## config.mk

```make
export PLATFORM = sky130hd
export DESIGN_NAME = fetch_stage
export DESIGN_NICKNAME = d
export VERILOG_FILES = /design/src/rtl/riscv_pkg.sv /design/src/rtl/if_id_reg.sv /design/src/rtl/fetch_stage.sv
export SDC_FILE = /design/constraint.sdc
export NUM_CORES = 1
export LEC_CHECK = 0
export ABC_AREA = 1
export ABC_CLOCK_PERIOD_IN_PS = 2220
export BUFFER_PORTS_ARGS = -buffer_cell sky130_fd_sc_hd__buf_2
export CORE_MARGIN = 4
export CORE_UTILIZATION = 47
export CTS_CLUSTER_SIZE = 16
export DETAILED_ROUTE_END_ITERATION = 7
export PLACE_DENSITY = 0.71
export SLEW_MARGIN = 0
export SYNTH_ARGS = -nofsm -noshare
export SYNTH_HDL_FRONTEND = slang
export SYNTH_SLANG_ARGS = --single-unit
export TNS_END_PERCENT = 10
```

## constraint.sdc

```tcl
create_clock -name clk -period 2.22 [get_ports clk]
set_input_delay 0.222 -clock clk [delete_from_list [all_inputs] [get_ports clk]]
set_output_delay 0.222 -clock clk [all_outputs]
set_load 0.02 [all_outputs]
```

## src/rtl/riscv_pkg.sv

```systemverilog
// Shared definitions for the instruction fetch path.
//
// Contents:
//   XLEN          - datapath width (PC, addresses, instruction words)
//   RESET_PC      - PC loaded on reset
//   NOP_INSTR     - bubble instruction (addi x0,x0,0) presented when nothing is valid
//   fetch_state_e - fetch FSM states: StFetch, StWait, StHold
package riscv_pkg;

    localparam int unsigned XLEN = 32;

    localparam logic [XLEN-1:0] RESET_PC  = 32'h0000_0000;
    localparam logic [XLEN-1:0] NOP_INSTR = 32'h0000_0013;

    // StFetch: request issued to imem; StWait: one request outstanding;
    // StHold: response parked in the skid buffer while decode is stalled.
    typedef enum logic [1:0] {
        StFetch = 2'd0,
        StWait  = 2'd1,
        StHold  = 2'd2
    } fetch_state_e;

endpackage

```

## src/rtl/if_id_reg.sv

```systemverilog
// IF/ID pipeline register between fetch and decode.
//
// Ports:
//   clk        in   clock, all state on rising edge
//   rst        in   asynchronous active-low reset
//   flush_i    in   force a bubble (highest priority, overrides stall)
//   load_i     in   capture instr_i / pc_i as a valid instruction
//   stall_i    in   hold current contents when nothing is loaded or flushed
//   instr_i    in   instruction word to capture
//   pc_i       in   PC of instr_i
//   instr_o    out  registered instruction (NOP_INSTR when not valid)
//   pc_o       out  registered PC
//   pc_plus4_o out  registered PC+4
//   valid_o    out  registered instruction is real
module if_id_reg #(
    parameter int unsigned         XLEN      = riscv_pkg::XLEN,
    parameter logic [XLEN-1:0]     NOP_INSTR = riscv_pkg::NOP_INSTR
) (
    input  logic            clk,
    input  logic            rst,
    input  logic            flush_i,
    input  logic            load_i,
    input  logic            stall_i,
    input  logic [XLEN-1:0] instr_i,
    input  logic [XLEN-1:0] pc_i,
    output logic [XLEN-1:0] instr_o,
    output logic [XLEN-1:0] pc_o,
    output logic [XLEN-1:0] pc_plus4_o,
    output logic            valid_o
);

    logic [XLEN-1:0] instr_q, instr_d;
    logic [XLEN-1:0] pc_q, pc_d;
    logic [XLEN-1:0] pc_plus4_q, pc_plus4_d;
    logic            valid_q, valid_d;

    always_comb begin
        instr_d    = instr_q;
        pc_d       = pc_q;
        pc_plus4_d = pc_plus4_q;
        valid_d    = valid_q;
        if (flush_i) begin
            instr_d = NOP_INSTR;
            valid_d = 1'b0;
        end else if (load_i) begin
            instr_d    = instr_i;
            pc_d       = pc_i;
            pc_plus4_d = pc_i + XLEN'(4);
            valid_d    = 1'b1;
        end else if (!stall_i) begin
            // Decode consumed the previous entry and nothing new arrived.
            instr_d = NOP_INSTR;
            valid_d = 1'b0;
        end
    end

    always_ff @(posedge clk or negedge rst) begin
        if (!rst) begin
            instr_q    <= NOP_INSTR;
            pc_q       <= '0;
            pc_plus4_q <= '0;
            valid_q    <= 1'b0;
        end else begin
            instr_q    <= instr_d;
            pc_q       <= pc_d;
            pc_plus4_q <= pc_plus4_d;
            valid_q    <= valid_d;
        end
    end

    assign instr_o    = instr_q;
    assign pc_o       = pc_q;
    assign pc_plus4_o = pc_plus4_q;
    assign valid_o    = valid_q;

endmodule

```

## src/rtl/fetch_stage.sv

```systemverilog
// Instruction fetch stage: owns the PC, issues one imem request at a time over a
// grant/valid handshake and hands fetched words to decode through the IF/ID register.
// Branch redirects from execute take priority over everything, including stall.
//
// Ports:
//   clk             in   clock
//   rst             in   asynchronous active-low reset
//   imem_req        out  fetch request valid (state-only, never depends on imem_gnt)
//   imem_addr       out  fetch address (current PC)
//   imem_gnt        in   memory accepts the request this cycle
//   imem_rvalid     in   response data valid
//   imem_rdata      in   instruction word
//   redirect        in   branch taken
//   redirect_target in   branch target (low two bits ignored)
//   stall           in   decode cannot accept; hold IF/ID contents
//   InstrD          out  instruction to decoder
//   PCD             out  PC of InstrD
//   PCPlus4D        out  PCD + 4
//   ValidD          out  InstrD holds a real instruction
module fetch_stage #(
    parameter int unsigned     XLEN      = riscv_pkg::XLEN,
    parameter logic [XLEN-1:0] RESET_PC  = riscv_pkg::RESET_PC,
    parameter logic [XLEN-1:0] NOP_INSTR = riscv_pkg::NOP_INSTR
) (
    input  logic            clk,
    input  logic            rst,
    output logic            imem_req,
    output logic [XLEN-1:0] imem_addr,
    input  logic            imem_gnt,
    input  logic            imem_rvalid,
    input  logic [XLEN-1:0] imem_rdata,
    input  logic            redirect,
    input  logic [XLEN-1:0] redirect_target,
    input  logic            stall,
    output logic [XLEN-1:0] InstrD,
    output logic [XLEN-1:0] PCD,
    output logic [XLEN-1:0] PCPlus4D,
    output logic            ValidD
);

    import riscv_pkg::*;

    fetch_state_e    state_q, state_d;
    logic [XLEN-1:0] pc_q, pc_d;
    logic [XLEN-1:0] req_pc_q, req_pc_d;
    logic [XLEN-1:0] skid_q, skid_d;
    logic            drop_q, drop_d;

    logic            can_load;
    logic            ifid_load;
    logic [XLEN-1:0] ifid_instr;
    logic [XLEN-1:0] redirect_pc;

    assign redirect_pc = redirect_target & ~XLEN'(3);

    // IF/ID can take a new word if it is empty or decode is consuming it.
    assign can_load = !ValidD || !stall;

    always_comb begin
        state_d    = state_q;
        pc_d       = pc_q;
        req_pc_d   = req_pc_q;
        skid_d     = skid_q;
        drop_d     = drop_q;
        ifid_load  = 1'b0;
        ifid_instr = imem_rdata;

        unique case (state_q)
            StFetch: begin
                if (imem_gnt) begin
                    req_pc_d = pc_q;
                    pc_d     = pc_q + XLEN'(4);
                    state_d  = StWait;
                    // The granted request is for the old path; its data must be thrown away.
                    if (redirect) drop_d = 1'b1;
                end
            end
            StWait: begin
                if (imem_rvalid) begin
                    state_d = StFetch;
                    drop_d  = 1'b0;
                    if (!redirect && !drop_q) begin
                        if (can_load) begin
                            ifid_load = 1'b1;
                        end else begin
                            skid_d  = imem_rdata;
                            state_d = StHold;
                        end
                    end
                end else if (redirect) begin
                    drop_d = 1'b1;
                end
            end
            StHold: begin
                ifid_instr = skid_q;
                if (redirect) begin
                    state_d = StFetch;
                end else if (!stall) begin
                    ifid_load = 1'b1;
                    state_d   = StFetch;
                end
            end
            default: begin
                state_d = StFetch;
            end
        endcase

        if (redirect) begin
            pc_d   = redirect_pc;
            skid_d = '0;
        end
    end

    always_ff @(posedge clk or negedge rst) begin
        if (!rst) begin
            state_q  <= StFetch;
            pc_q     <= RESET_PC;
            req_pc_q <= RESET_PC;
            skid_q   <= '0;
            drop_q   <= 1'b0;
        end else begin
            state_q  <= state_d;
            pc_q     <= pc_d;
            req_pc_q <= req_pc_d;
            skid_q   <= skid_d;
            drop_q   <= drop_d;
        end
    end

    // Reset gates the request so nothing is issued while rst is held low.
    assign imem_req  = rst && (state_q == StFetch);
    assign imem_addr = pc_q;

    if_id_reg #(
        .XLEN      (XLEN),
        .NOP_INSTR (NOP_INSTR)
    ) u_if_id_reg (
        .clk        (clk),
        .rst        (rst),
        .flush_i    (redirect),
        .load_i     (ifid_load),
        .stall_i    (stall),
        .instr_i    (ifid_instr),
        .pc_i       (req_pc_q),
        .instr_o    (InstrD),
        .pc_o       (PCD),
        .pc_plus4_o (PCPlus4D),
        .valid_o    (ValidD)
    );

endmodule

```

Yosys cells after proc, flatten, opt, wreduce, memory -nomap -nowiden
Cells that the tools add are included.
W data, S select, Z words.
Word-level totals
  output and inout bits: 130
  register bits after elaboration: 196
  logic and storage cells: 71
Cells by class
  bitwise operators: 1
  equal/unequal tests: 7
  muxes and demuxes: 32
  add/subtract/negate cells: 2
  reduce and logical (&&, ||, !) cells: 20
Operators with widths (count)
  $mux W32: 12
  $add A32 B3 Y32 const B: 2
  $mux W2: 6
  $reduce_bool A2 Y1: 6
  $mux W1: 11
  $reduce_and A2 Y1: 4
  $ne A2 B2 Y1 const B: 3
  $pmux W2 S3: 1
  $logic_not A1 Y1: 4
  $pmux W1 S2: 2
  $reduce_and A4 Y1: 1
  $ne A3 B2 Y1 const B: 1
  $ne A3 B3 Y1 const B: 1
  $reduce_and A3 Y1: 1
  $eq A2 B1 Y1 const B: 1
  $eq A2 B2 Y1 const B: 1
  $logic_and A1 B1 Y1: 2
  $logic_not A2 Y1: 1
  $logic_or A1 B1 Y1: 1
  $not A1 Y1: 1

Longest topological paths before layout
Gate-level depths: netlist (run 1).
  word-level depth: 8
  depth in mapped cells: 12
  mapped depth without buffers: 10

Modules after synthesis
A second synthesis (run 1) with hierarchy kept.
Unflattened totals
  cells, all modules: 1208
  area, all modules: 9509.1 µm²
Modules (own cells, without submodules)
  fetch_stage: sequential area each 2377.3 µm², area an instance 5148.7 µm², instances 1, cells each 700
  if_id_reg: sequential area each 2381.0 µm², area an instance 4360.4 µm², instances 1, cells each 508

Worst setup path before layout (run 1)
Ideal clock, no wire load.
  kind: reg-to-reg
  start: register pc_q[3] (netlist: imem_addr[3])
  end: register pc_q[22] (netlist: imem_addr[22])
  cell stages (with the launch flop): 9
  path buffers: 0
  slack: 0.625 ns
  data arrival time: 1.477 ns
  period minus slack after synthesis: 1.595 ns
  setup time: 0.118 ns
  path through: dfrtp_1 -> ha_1 -> nand2_1 -> nor2_1 -> nand2_1 -> nor2_1 -> nand3_1 -> nand3_1 -> nand2_1
Between the ends
  longest elaborated chain between the ends: 4
Ends and longest elaborated chain
  start: declaration: line fetch_stage.sv:44  | logic [XLEN-1:0] pc_q, pc_d;
  start signal: assignment: line fetch_stage.sv:123  | pc_q <= pc_d;
  $add A32 B3 Y32: line fetch_stage.sv:72  | pc_d = pc_q + XLEN'(4);
  $mux W32: line fetch_stage.sv:70  | if (imem_gnt) begin
  $mux W32: line fetch_stage.sv:68  | unique case (state_q)
  $mux W32: line fetch_stage.sv:108  | if (redirect) begin
No other way between the ends. The select of a mux whose other input is x is not followed.
A chain may end at the register's enable or synchronous reset.

Worst setup path in the final report (run 1)
  start: register state_q[1]
  end: register u_if_id_reg.instr_q[0] (netlist: u_if_id_reg.instr_o[0])
Between the ends
  longest elaborated chain between the ends: 4
  elaborated cells between the ends (all ways): 7
  those cells by class: eq/ne (3); mux (4)
Ends and longest elaborated chain
  start: declaration: line fetch_stage.sv:43  | fetch_state_e state_q, state_d;
  start signal: assignment: line fetch_stage.sv:116  | state_q <= StFetch;
  start signal: assignment: line fetch_stage.sv:122  | state_q <= state_d;
  $eq A2 B2 Y1 / $eq A2 B1 Y1 (equally long branches): line fetch_stage.sv:68
  $pmux W1 S2 / $mux W32 (equally long branches): line fetch_stage.sv:68
  $mux W32: line if_id_reg.sv:45  | end else if (load_i) begin
  $mux W32: line if_id_reg.sv:42  | if (flush_i) begin
  end signal: assignment: line if_id_reg.sv:64  | instr_q <= instr_d;
  end: declaration: line if_id_reg.sv:32  | logic [XLEN-1:0] instr_q, instr_d;
Parallel ways exist; a longest one is shown, timed or not.

==> results of run 1 <==
[layout make-up]
type	count	area, um2
Clock buffer	19	443
Clock inverter	13	158
Fill cell	1890	8320
Inverter	117	442
Multi-Input combinational cell	859	3850
Sequential cell	188	4710
Tap cell	265	332
Timing Repair Buffer	210	1140
[how the worst max path moves through the flow]
stage	start	to	slack, ns	cells past startpoint
after global placement	state_q[1]$_DFFE_PN0P_	u_if_id_reg.instr_o[1]$_DFFE_PN1P_	0.32	11
after floorplan	imem_addr[3]$_DFFE_PN0N_	imem_addr[22]$_DFFE_PN0N_	0.63	8
after detailed placement	state_q[1]$_DFFE_PN0P_	u_if_id_reg.instr_o[0]$_DFFE_PN1P_	0.23	11
after global routing	state_q[1]$_DFFE_PN0P_	u_if_id_reg.instr_o[4]$_DFFE_PN1P_	0.03	11
after CTS	state_q[0]$_DFFE_PN0P_	u_if_id_reg.instr_o[0]$_DFFE_PN1P_	0.22	10
final	state_q[1]$_DFFE_PN0P_	u_if_id_reg.instr_o[0]$_DFFE_PN1P_	0.22	11
[power breakdown]
part | switching, mW | leakage (nW) | internal (mW) | total (mW)
combinational | 2.44 | 2.81 | 1.17 | 3.61
sequential | 0.897 | 2.45 | 4.29 | 5.19
clock | 1.37 | 0.285 | 1.72 | 3.10
[synth_stat cells, drive strengths merged]
library cell / count / area share
o21bai: 3 / 0.0024
buf: 29 / 0.019
o211ai: 2 / 0.0016
nor2: 111 / 0.046
conb: 1 / 0.00040
dfstp: 3 / 0.0085
o221ai: 3 / 0.0028
xnor2: 2 / 0.0019
a21oi: 6 / 0.0032
xor2: 18 / 0.017
o21ai: 174 / 0.094
dfrtp: 185 / 0.50
nand2: 392 / 0.16
nand3: 121 / 0.067
nand4: 8 / 0.0054
inv: 116 / 0.047
ha: 5 / 0.0068
and2: 3 / 0.0020
nor3: 4 / 0.0022
clkbuf: 30 / 0.012
clkinv: 1 / 0.00040
o21a: 1 / 0.00081
[layout by cell type (no fill, tap or decap), types with 4 or more instances in the layout]
master	synthesis	routed
nand2_1	391	391
a21oi_1	6	6
clkbuf_16	0	17
nor2_2	2	4
ha_1	5	4
nand3_1	120	120
buf_2	12	190
nand4_1	8	8
nor2_1	108	106
o21ai_0	174	174
xor2_1	18	18
dfrtp_1	185	185
nor3_1	4	4
buf_4	11	15
inv_1	114	114
conb_1	1	6
[flip-flops by register name (all words and copies together) (netlist names)]
register and cells:
skid_q 32, u_if_id_reg.instr_o 32, imem_addr 30, req_pc_q 30
u_if_id_reg.pc_o 30, u_if_id_reg.pc_plus4_o 30, state_q 2, drop_q 1
u_if_id_reg.valid_o 1
[stage by stage]
| stage | setup slack [ns] | util | hold WS, ns |
|---|---|---|---|
| floorplan | 0.625 | - | -0.0736 |
| global placement | 0.323 | 0.539 | 0.151 |
| detailed placement | 0.234 | 0.539 | 0.154 |
| CTS | 0.217 | 0.571 | 0.00442 |
| global route | 0.0297 | 0.571 | 0.00478 |
| finish | 0.222 | 0.571 | 0.0109 |
[layer usage]
| metal | track usage | vias to the layer above |
|---|---|---|
| met5 | 0 | - |
| met4 | 0.0776 | 0 |
| met3 | 0.0390 | 38 |
| met2 | 0.331 | 325 |
| met1 | 0.355 | 3962 |
| li1 | - | 4217 |
[logic make-up after synthesis]
family	Yosys count	synth area share
buffers and inverters	176	0.0794
AOI/OAI and AO/OA	189	0.105
xor gates and xnor gates	20	0.0189
and+or+nand+nor	639	0.282
other	1	0.000405
DFF	188	0.508
adders and majority gates	5	0.00675
[critical path: stages (launching register included)]
cell     delay [ns]
dfrtp_1        0.37
inv_1          0.07
ha_1           0.21
nand2_1        0.11
inv_1          0.06
nand3_1        0.06
nand2_1        0.08
nand2_4        0.10
buf_4          0.47
nand2_1        0.19
nor2_1         0.13
nor2_1         0.05
==> run metrics, run 1 <==
R2R Setup Slk=0.22 ns; vias per cell=5.11; clk slew on worst S/H paths=around 0.070 ns; Final Setup Violations=0; Num Clock Sinks=188; # diodes=0; Slew Limit Fails=0; Yosys cell types=32; Met2 Routed Length=approximately 11000 um; register area share after synthesis=0.508; Worst Path Arrival=between 2 and 2.5 ns; Clock Tree Buf Depth=2; VDD IR max=about 0.00055 V; DRC Markers=0; CTS tree=yes; HP Class=in -> reg; global placement routability congestion=about 0.90; critical path required time=approximately 2.6 ns; crit path kind=reg -> reg; Final min period=2.00 ns; pwr dens=1070 nW/um2; syn avg cell area=7.61 um2; post-route insts no fill=~1.7k; setup TNS=0 ns; P&R area growth vs syn=19.5%; crit-path max FO=63; IO Port Bufs=between 150 and 200; relative slew slack=0.566; met3 wire len=approximately 1800 um; reg2reg path depth=11; final hold violations=0; DR top layer=met4; Clock Skew=around 0.0098 ns; Total GRT Usage=0.231; Worst-Margin Slew=around 0.65 ns; Vias=between 8k and 9k; CTS H-tree depth=4; post-DP HPWL=approximately 18000 um; die width=about 150 um; Yosys warnings=0; r2r endpoint=u_if_id_reg.instr_o[0]$_DFFE_PN1P_; r2r startpoint=state_q[1]$_DFFE_PN0P_; hold depth=3; outcome=completed; first-pass GRT wire length=41000 um; postcts setup bufs=0; placed cells=roughly 1.6k; Yosys reg bits=between 150 and 200; fmax=roughly 500 MHz; pin count of the biggest net entering global routing=around 120; final wirelength=24600 um; Max Cap Viol=0; initial core utilization=0.478; Critical Path Start Type=register; Post-Syn Area=about 9300 um2; NumNets Final=approximately 1.5k; 1st-pass router iterations=7; LEAKAGE=around 5.5 nW; Final Cycle Share=0.900; initial DRC count=689; Root Buffer=clkbuf_16; Detail Route Antenna Nets=0; Worst-Skew Late Latency=about 0.43 ns; CTS-repair resized insts=0; I/O pin total=200; initial antenna violation count=0; die area=~22000 um2; RSZ-0062 raised after global routing=false; WHS Endpoint=imem_addr[7]$_DFFE_PN0N_; total grt overflow=0; M1 wire length=~11000 um; Die Y-Extent=approximately 150 um; Post-CTS Hold Buffers=2; Site Rows=slightly above 50; Post-DP Area=about 10000 um2; vias in the first global route=slightly below 8k; Hold Crit Start=redirect_target[7]; final instance area=approximately 11000 um2; Post-Synthesis Cells=1218; Worst Setup End Kind=register; Wirelength per Cell=14.7 um; core area=roughly 19000 um2; Num CTS Buffers=17; layout cells sized above 1=0.179; Total Power=around 12 mW
Note: power is estimated with default switching activity, not from simulation.
==> run 2, diff against run 1 <==
Settings changed: GPL_TIMING_DRIVEN from default to 0, REMOVE_ABC_BUFFERS from default to 1.
==> run 2 against run 1 <==
  * The flow now finishes with violations (hold timing)
  * Final cell count fell by 0.36%
  * First-iteration DRC count fell by 6.2%
  * Die area unchanged
  * Core utilization increased by 0.48 points
  * Critical endpoint is now u_if_id_reg.pc_plus4_o[2]$_DFFE_PN0P_
  * Clock skew is 0.0015 ns higher
==> run metrics, run 2 (synthesis gave the netlist of run 1 again) <==
most frequent cells in the layout=385 x nand2_1, 190 x buf_2, 185 x dfrtp_1 (was 391 x nand2_1, 190 x buf_2, 185 x dfrtp_1); critical path's top delay family=buffers and inverters (was simple AND/OR/NAND/NOR gates); post-DP HPWL=17300 um (was 17800 um); total grt overflow=0 (unchanged); R2R Setup Slk=0.10 ns (was 0.22 ns); Root Buffer=clkbuf_16 (unchanged); Total Power=12.0 mW (was 11.9 mW); Worst-Skew Late Latency=0.43 ns (about the same); RSZ-0062 raised after global routing=true (was false); vias per cell=5.10 (was 5.11); CP bufs+invs=4 (was 3); first-pass GRT wire length=40400 um (was 41000 um); pwr dens=1080 nW/um2 (was 1070 nW/um2); dpl ws=-1.44 ns (was 0.234 ns); crit path kind=reg -> reg (unchanged); HP Class=in -> async (was in -> reg); NumNets Final=1463 (was 1468); core area=19400 um2 (unchanged); global placement routability congestion=0.906 (was 0.897); post-route insts no fill=1665 (was 1671); placed cells=1625 (was 1637); die width=148 um (unchanged); Cell Chain, Critical Path=inv_1 -> ha_1 -> nand2_2 -> inv_1 -> nand3_1 -> nand2_2 -> nand2_8 -> buf_16 -> inv_16 -> nand2_1 -> o21a_1 (was inv_1 -> ha_1 -> nand2_1 -> inv_1 -> nand3_1 -> nand2_1 -> nand2_4 -> buf_4 -> nand2_1 -> nor2_1 -> nor2_1); 1st-pass router iterations=5 (was 7); # diodes=0 (unchanged); reg2reg path depth=11 (unchanged); DRC Markers=0 (unchanged); post-layout util=0.576 (was 0.571); failing checks=hold timing; Num Clock Sinks=188 (unchanged); Slew Limit Fails=0 (unchanged); LEAKAGE=5.51 nW (was 5.54 nW); fillcell total=1883 (was 1890); Worst Setup End Kind=register (unchanged); initial core utilization=0.478 (unchanged); Final Cycle Share=0.955 (was 0.900); Final WS setup=0.100 ns (was 0.222 ns); P&R area growth vs syn=20.5% (was 19.5%); Final min period=2.12 ns (was 2.00 ns); fmax=472 MHz (was 500 MHz); most common cell after layout, fill and taps aside=nand2_1 (unchanged); IO Port Bufs=191 (unchanged); Total GRT Usage=0.227 (was 0.231); Final Setup Violations=0 (unchanged); crit-path max FO=97 (was 63); Wirelength per Cell=15.2 um (was 14.7 um); initial antenna violation count=0 (unchanged); I/O pin total=200 (unchanged); Vias=8487 (was 8542); critical path required time=2.54 ns (was 2.58 ns); initial DRC count=646 (was 689); layout cells sized above 1=0.184 (was 0.179); vias in the first global route=7830 (was 7935); CP max stage delay=0.40 ns (was 0.47 ns); outcome=finished, violations left (was completed); Num CTS Buffers=17 (unchanged); clk slew on worst S/H paths=0.07 ns (about the same); Die Y-Extent=148 um (unchanged); Clock Tree Buf Depth=2 (unchanged); final hold violations=68 (was 0); die area=22000 um2 (unchanged); Critical Path Start Type=register (unchanged); r2r endpoint=u_if_id_reg.pc_plus4_o[2]$_DFFE_PN0P_ (was u_if_id_reg.instr_o[0]$_DFFE_PN1P_); Multi-input gate area=3950 um2 (was 3850 um2); Clock Skew=0.0113 ns (was 0.00980 ns); Max Cap Viol=0 (unchanged); Storage cell area=4710 um2 (unchanged); CP max-delay cell=dfrtp_1 (was buf_4); WHS=-0.275 ns (was 0.0109 ns); relative slew slack=0.443 (was 0.566); pin count of the biggest net entering global routing=122 (was 116); CTS H-tree depth=4 (unchanged); Detail Route Antenna Nets=0 (unchanged); Worst Path Arrival=2.44 ns (was 2.36 ns); VDD IR max=0.000581 V (was 0.000547 V); final wirelength=25300 um (was 24600 um); Worst-Margin Slew=0.834 ns (was 0.650 ns); CTS tree=yes (unchanged); Post-CTS Hold Buffers=2 (unchanged); r2r startpoint=state_q[1]$_DFFE_PN0P_ (unchanged); Site Rows=51 (unchanged)
## run 2: power by group
group          leakage [nW]  internal, mW  switching (mW)
registers              2.45          4.30           0.912
logic                  2.78          1.19            2.50
clock network         0.280          1.78            1.33
total                  5.51          7.27            4.74
## run 2: metrics by stage
| step | setup TNS (ns) | hold WS [ns] | cell area (um2) |
|---|---|---|---|
| finish | 0 | -0.275 | 11200 |
| global route | -0.586 | -0.251 | 11200 |
| CTS | -2.99 | -0.253 | 11100 |
| detailed placement | -117.29 | 0.213 | 10400 |
| global placement | -737.35 | 0.443 | 10300 |
| floorplan | -127.75 | -0.0736 | 8990 |
## run 2: layout make-up
cell class	instances	area share
timing repair inverter	2	0.00134
clock buffer	19	0.0388
multi-input combinational	862	0.353
tap	265	0.0297
inverter	117	0.0417
sequential	188	0.422
timing repair buffer	200	0.0990
clock inverter	12	0.0145
## run 2: worst max-delay path by stage
| stage | from | endpoint | slack (ns) | depth (start not counted) |
|---|---|---|---|---|
| floorplan | state_q[0]$_DFFE_PN0P_ | u_if_id_reg.pc_plus4_o[2]$_DFFE_PN0P_ | -1.55 | 8 |
| global placement | state_q[0]$_DFFE_PN0P_ | u_if_id_reg.pc_plus4_o[2]$_DFFE_PN0P_ | -3.10 | 8 |
| detailed placement | redirect | u_if_id_reg.pc_plus4_o[2]$_DFFE_PN0P_ | -1.44 | 9 |
| CTS | state_q[0]$_DFFE_PN0P_ | imem_addr[7]$_DFFE_PN0N_ | -0.20 | 8 |
| global route | state_q[1]$_DFFE_PN0P_ | u_if_id_reg.pc_plus4_o[2]$_DFFE_PN0P_ | -0.1 | 11 |
| finish | state_q[1]$_DFFE_PN0P_ | u_if_id_reg.pc_plus4_o[2]$_DFFE_PN0P_ | 0.10 | 11 |
## run 2: per-layer routing
metal / part of all wire / GRT usage / up-vias
met4: 0.013 / 0.0568 / 0
li1: - / - / 4220
met3: 0.055 / 0.0396 / 23
met1: 0.47 / 0.340 / 3999
met5: 0 / 0 / -
met2: 0.46 / 0.346 / 245
## run 2: repair_timing
item,4_1_cts,5_1_grt
endpoints found under the hold margin,70,68
cloned,1,4
pin swaps,1,1
resized for setup,10,14
setup buffers,1,1
endpoints found under the setup margin,154,95
## run 2: worst register-to-register path, delay by kind of cell (launching register included)
kind / cells / cell delay (ns)
buf+inv: 4 / 0.69
compound gates: 1 / 0.11
flops: 1 / 0.40
fa+ha+maj: 1 / 0.22
simple gates: 5 / 0.61
==> run 3, diff against run 2 <==
Settings changed: SYNTH_HIERARCHICAL from default to 1.
==> run 3 against run 2 <==
  * The run now ends clean
  * Sequential power rose by 2%
  * Final cell count did not move
  * Routed wire length rose by 0.19%
  * Core utilization rose by 0.55 points
  * Die area rose by 2.5%
  * Via count rose by 0.90%
  * Hold slack improved by 0.29 ns
  * Setup slack got worse by 0.0032 ns
  * Combinational power rose by 2%
  * Fmax fell by 0.15%
  * Critical path type unchanged
  * Largest power group unchanged
  * Highest routed layer unchanged
==> run metrics, run 3 <==
outcome=completed (was finished, violations left); Final WS setup=0.0968 ns (was 0.100 ns); met1 Track Usage GR=0.338 (was 0.340); I/O pin total=200 (unchanged); sw power=4.87 mW (was 4.74 mW); Vias=8563 (was 8487); final instance area=11400 um2 (was 11200 um2); Post-synth EDFFs=0 (unchanged); vias per cell=5.14 (was 5.10); met3 usage=0.0418 (was 0.0396); Worst Setup End Kind=register (unchanged); most common cell after layout, fill and taps aside=nand2_1 (unchanged); DRC Markers=0 (unchanged); setup TNS=0 ns (unchanged); Detail Route Antenna Nets=0 (unchanged); Critical Path Start Type=register (unchanged); global placement routability congestion=0.905 (was 0.906); syn avg cell area=7.87 um2 (was 7.61 um2); Die Y-Extent=150 um (was 148 um); Slew Limit Fails=0 (unchanged); R2R Setup Slk=0.1 ns (was 0.10 ns); VDD IR max=0.000466 V (was 0.000581 V); Yosys reg bits=190 (was 188); crit-path max FO=99 (was 97); Final Setup Violations=0 (unchanged); pwr dens=1050 nW/um2 (was 1080 nW/um2); first-pass GRT wire length=41400 um (was 40400 um); combinational share of power=0.315 (was 0.307); # diodes=0 (unchanged); CP max stage delay=0.42 ns (was 0.40 ns); pin count of the biggest net entering global routing=100 (was 122); Post-synth top flop=dfrtp_1 (unchanged); Total GRT Usage=0.230 (was 0.227); CTS tree=yes (unchanged); post-DP HPWL=17500 um (was 17300 um); die width=150 um (was 148 um); Max Cap Viol=0 (unchanged); synth top area cells=dfrtp_1 49%, nand2_1 13%, o21ai_0 7.3% (was dfrtp_1 50%, nand2_1 16%, o21ai_0 9.4%); NumNets Final=1462 (was 1463); Post-Synthesis Cells=1208 (was 1218); fmax=471 MHz (was 472 MHz); LEAKAGE=5.78 nW (was 5.51 nW); initial core utilization=0.484 (was 0.478); final wirelength=25300 um (about the same); M2 GR Usage=0.350 (was 0.346); Worst-Margin Slew=0.895 ns (was 0.834 ns); top-area cell type share of the netlist area=0.492 (was 0.500); crit path kind=reg -> reg (unchanged); gr busiest metal=met2 (unchanged); final hold violations=0 (was 68); CP max-delay cell=dfrtp_1 (unchanged); layout cells sized above 1=0.210 (was 0.184); post-synthesis async set-or-reset flop share=1.00 (unchanged); Post-Syn Area=9510 um2 (was 9270 um2); post-layout util=0.581 (was 0.576); sequential share of power=0.443 (was 0.434); initial antenna violation count=0 (unchanged); Site Rows=51 (unchanged); Final Cycle Share=0.956 (was 0.955); Num Clock Sinks=190 (was 188); Clock Skew=0.0159 ns (was 0.0113 ns); Final min period=2.12 ns (about the same); RSZ-0062 raised after global routing=true (unchanged); 1st-pass router iterations=5 (unchanged); leading area contributor after synthesis=dfrtp_1 (unchanged); Pint=7.11 mW (was 7.27 mW); die area=22600 um2 (was 22000 um2); Worst Path Arrival=2.48 ns (was 2.44 ns); Yosys warnings=6 (was 0); P&R area growth vs syn=20.1% (was 20.5%); Yosys cell types=36 (was 32); critical path required time=2.57 ns (was 2.54 ns); Wirelength per Cell=15.2 um (about the same); most frequent cells in the layout=335 x nand2_1, 194 x buf_2, 187 x dfrtp_1 (was 385 x nand2_1, 190 x buf_2, 185 x dfrtp_1); total grt overflow=0 (unchanged); vias in the first global route=8137 (was 7830); register area share after synthesis=0.500 (was 0.508); IO Port Bufs=195 (was 191); critical path's top delay family=simple AND/OR/NAND/NOR gates (was buffers and inverters); initial DRC count=618 (was 646); Clock Tree Buf Depth=2 (unchanged); Clock Power Share=0.243 (was 0.259); HP Class=in -> reg (was in -> async); commonest cells in the netlist=338 x nand2_1, 187 x dfrtp_1, 138 x o21ai_0 (was 391 x nand2_1, 185 x dfrtp_1, 174 x o21ai_0); relative slew slack=0.400 (was 0.443); placed cells=1620 (was 1625); CP bufs+invs=2 (was 4); dpl ws=-0.853 ns (was -1.44 ns); Net Sw Frac=0.406 (was 0.395); top-count cell post-synth=nand2_1 (unchanged); core area=19700 um2 (was 19400 um2); Worst-Skew Late Latency=0.44 ns (was 0.43 ns); Root Buffer=clkbuf_16 (unchanged); post-route insts no fill=1665 (unchanged); Cell Chain, Critical Path=inv_1 -> ha_1 -> nand3_1 -> a21oi_2 -> nand2_4 -> buf_16 -> or2_2 -> o211ai_1 (was inv_1 -> ha_1 -> nand2_2 -> inv_1 -> nand3_1 -> nand2_2 -> nand2_8 -> buf_16 -> inv_16 -> nand2_1 -> o21a_1); CTS H-tree depth=4 (unchanged); clk slew on worst S/H paths=0.08 ns (was 0.07 ns); Post-DP Area=10700 um2 (was 10400 um2); Num CTS Buffers=17 (unchanged)
## run 3: changes by cell type in the layout (fill, tap and decap cells not counted), moves of 9 or more
cell	delta
nand2_1	-50
o21ai_0	-36
a22o_1	+29
xor2_1	-11
nor2_4	+10
inv_1	+9
nand2_2	+9
## run 3: stage by stage
step / hold WS, ns / power (mW)
finish: 0.0137 / 12.0
global route: 0.0171 / 12.8
CTS: 0.00106 / 12.1
detailed placement: 0.304 / 9.09
global placement: 0.446 / 8.97
floorplan: -0.0736 / 7.51
## run 3: final timing paths
kind / startpoint / to / depth (start not counted)
min in group asynchronous: rst / u_if_id_reg/instr_o[25]$_DFFE_PN0P_ / 2
max: state_q[1]$_DFFE_PN0P_ / u_if_id_reg/pc_plus4_o[11]$_DFFE_PN0P_ / 8
min: redirect_target[15] / imem_addr[15]$_DFFE_PN0P_ / 3
max in group asynchronous: rst / u_if_id_reg/pc_o[0]$_DFFE_PN0P_ / 3
min reg2reg: u_if_id_reg/pc_o[20]$_DFFE_PN0P_ / u_if_id_reg/pc_o[20]$_DFFE_PN0P_ / 2
max reg2reg: state_q[1]$_DFFE_PN0P_ / u_if_id_reg/pc_plus4_o[11]$_DFFE_PN0P_ / 8
## run 3: power by group through the flow
stage | Clock [mW] | Combinational, mW | Sequential (mW)
detailed placement | 0 | 3.72 | 5.37
CTS | 2.97 | 3.77 | 5.31
floorplan | 0 | 1.53 | 5.98
global route | 3.15 | 4.22 | 5.46
global placement | 0 | 3.62 | 5.35
finish | 2.91 | 3.77 | 5.31
## run 3: final cells by class
class / count / area, um2
clock buffers: 18 / 429
repair inverters: 2 / 12.5
inverters: 131 / 518
clock inverters: 14 / 125
well taps: 265 / 332
fillers: 1861 / 8230
flip-flops and latches: 190 / 4760
repair buffers: 209 / 1190
multi-input cells: 836 / 4060
## run 3: timing repair
action / in CTS / in global routing
buffers inserted: 1 / 1
gates resized for setup: 9 / 10
hold buffers: 9 / 0
hold endpoints to repair: 101 / 0
endpoints found under the setup margin: 93 / 78
cloned: 2 / 0
pin swaps: 0 / 0
## run 3: worst register-to-register path, cell delays in order (launching register included)
cell and delay, ns:
dfrtp_1 0.42, inv_1 0.09, ha_1 0.20, nand3_1 0.12, a21oi_2 0.23, nand2_4 0.15, buf_16 0.24, or2_2 0.41
o211ai_1 0.17
## run 3: kinds of logic (layout without fill, tap and decap cells)
logic type	count (synthesis)	after routing	share of synthesized area
AOI/OAI and AO/OA	192	192	0.117
xor gates and xnor gates	7	7	0.00645
adders and majority gates	5	5	0.00658
buffers and inverters	185	374	0.0797
DFF	190	190	0.500
other	1	4	0.000394
and+or+nand+nor	628	628	0.289
## run 3: layer usage
| layer | wire [um] | part of all wire |
|---|---|---|
| met4 | 510 | 0.020 |
| met3 | 1480 | 0.058 |
| met5 | 0 | 0 |
| met2 | 11500 | 0.46 |
| met1 | 11800 | 0.47 |
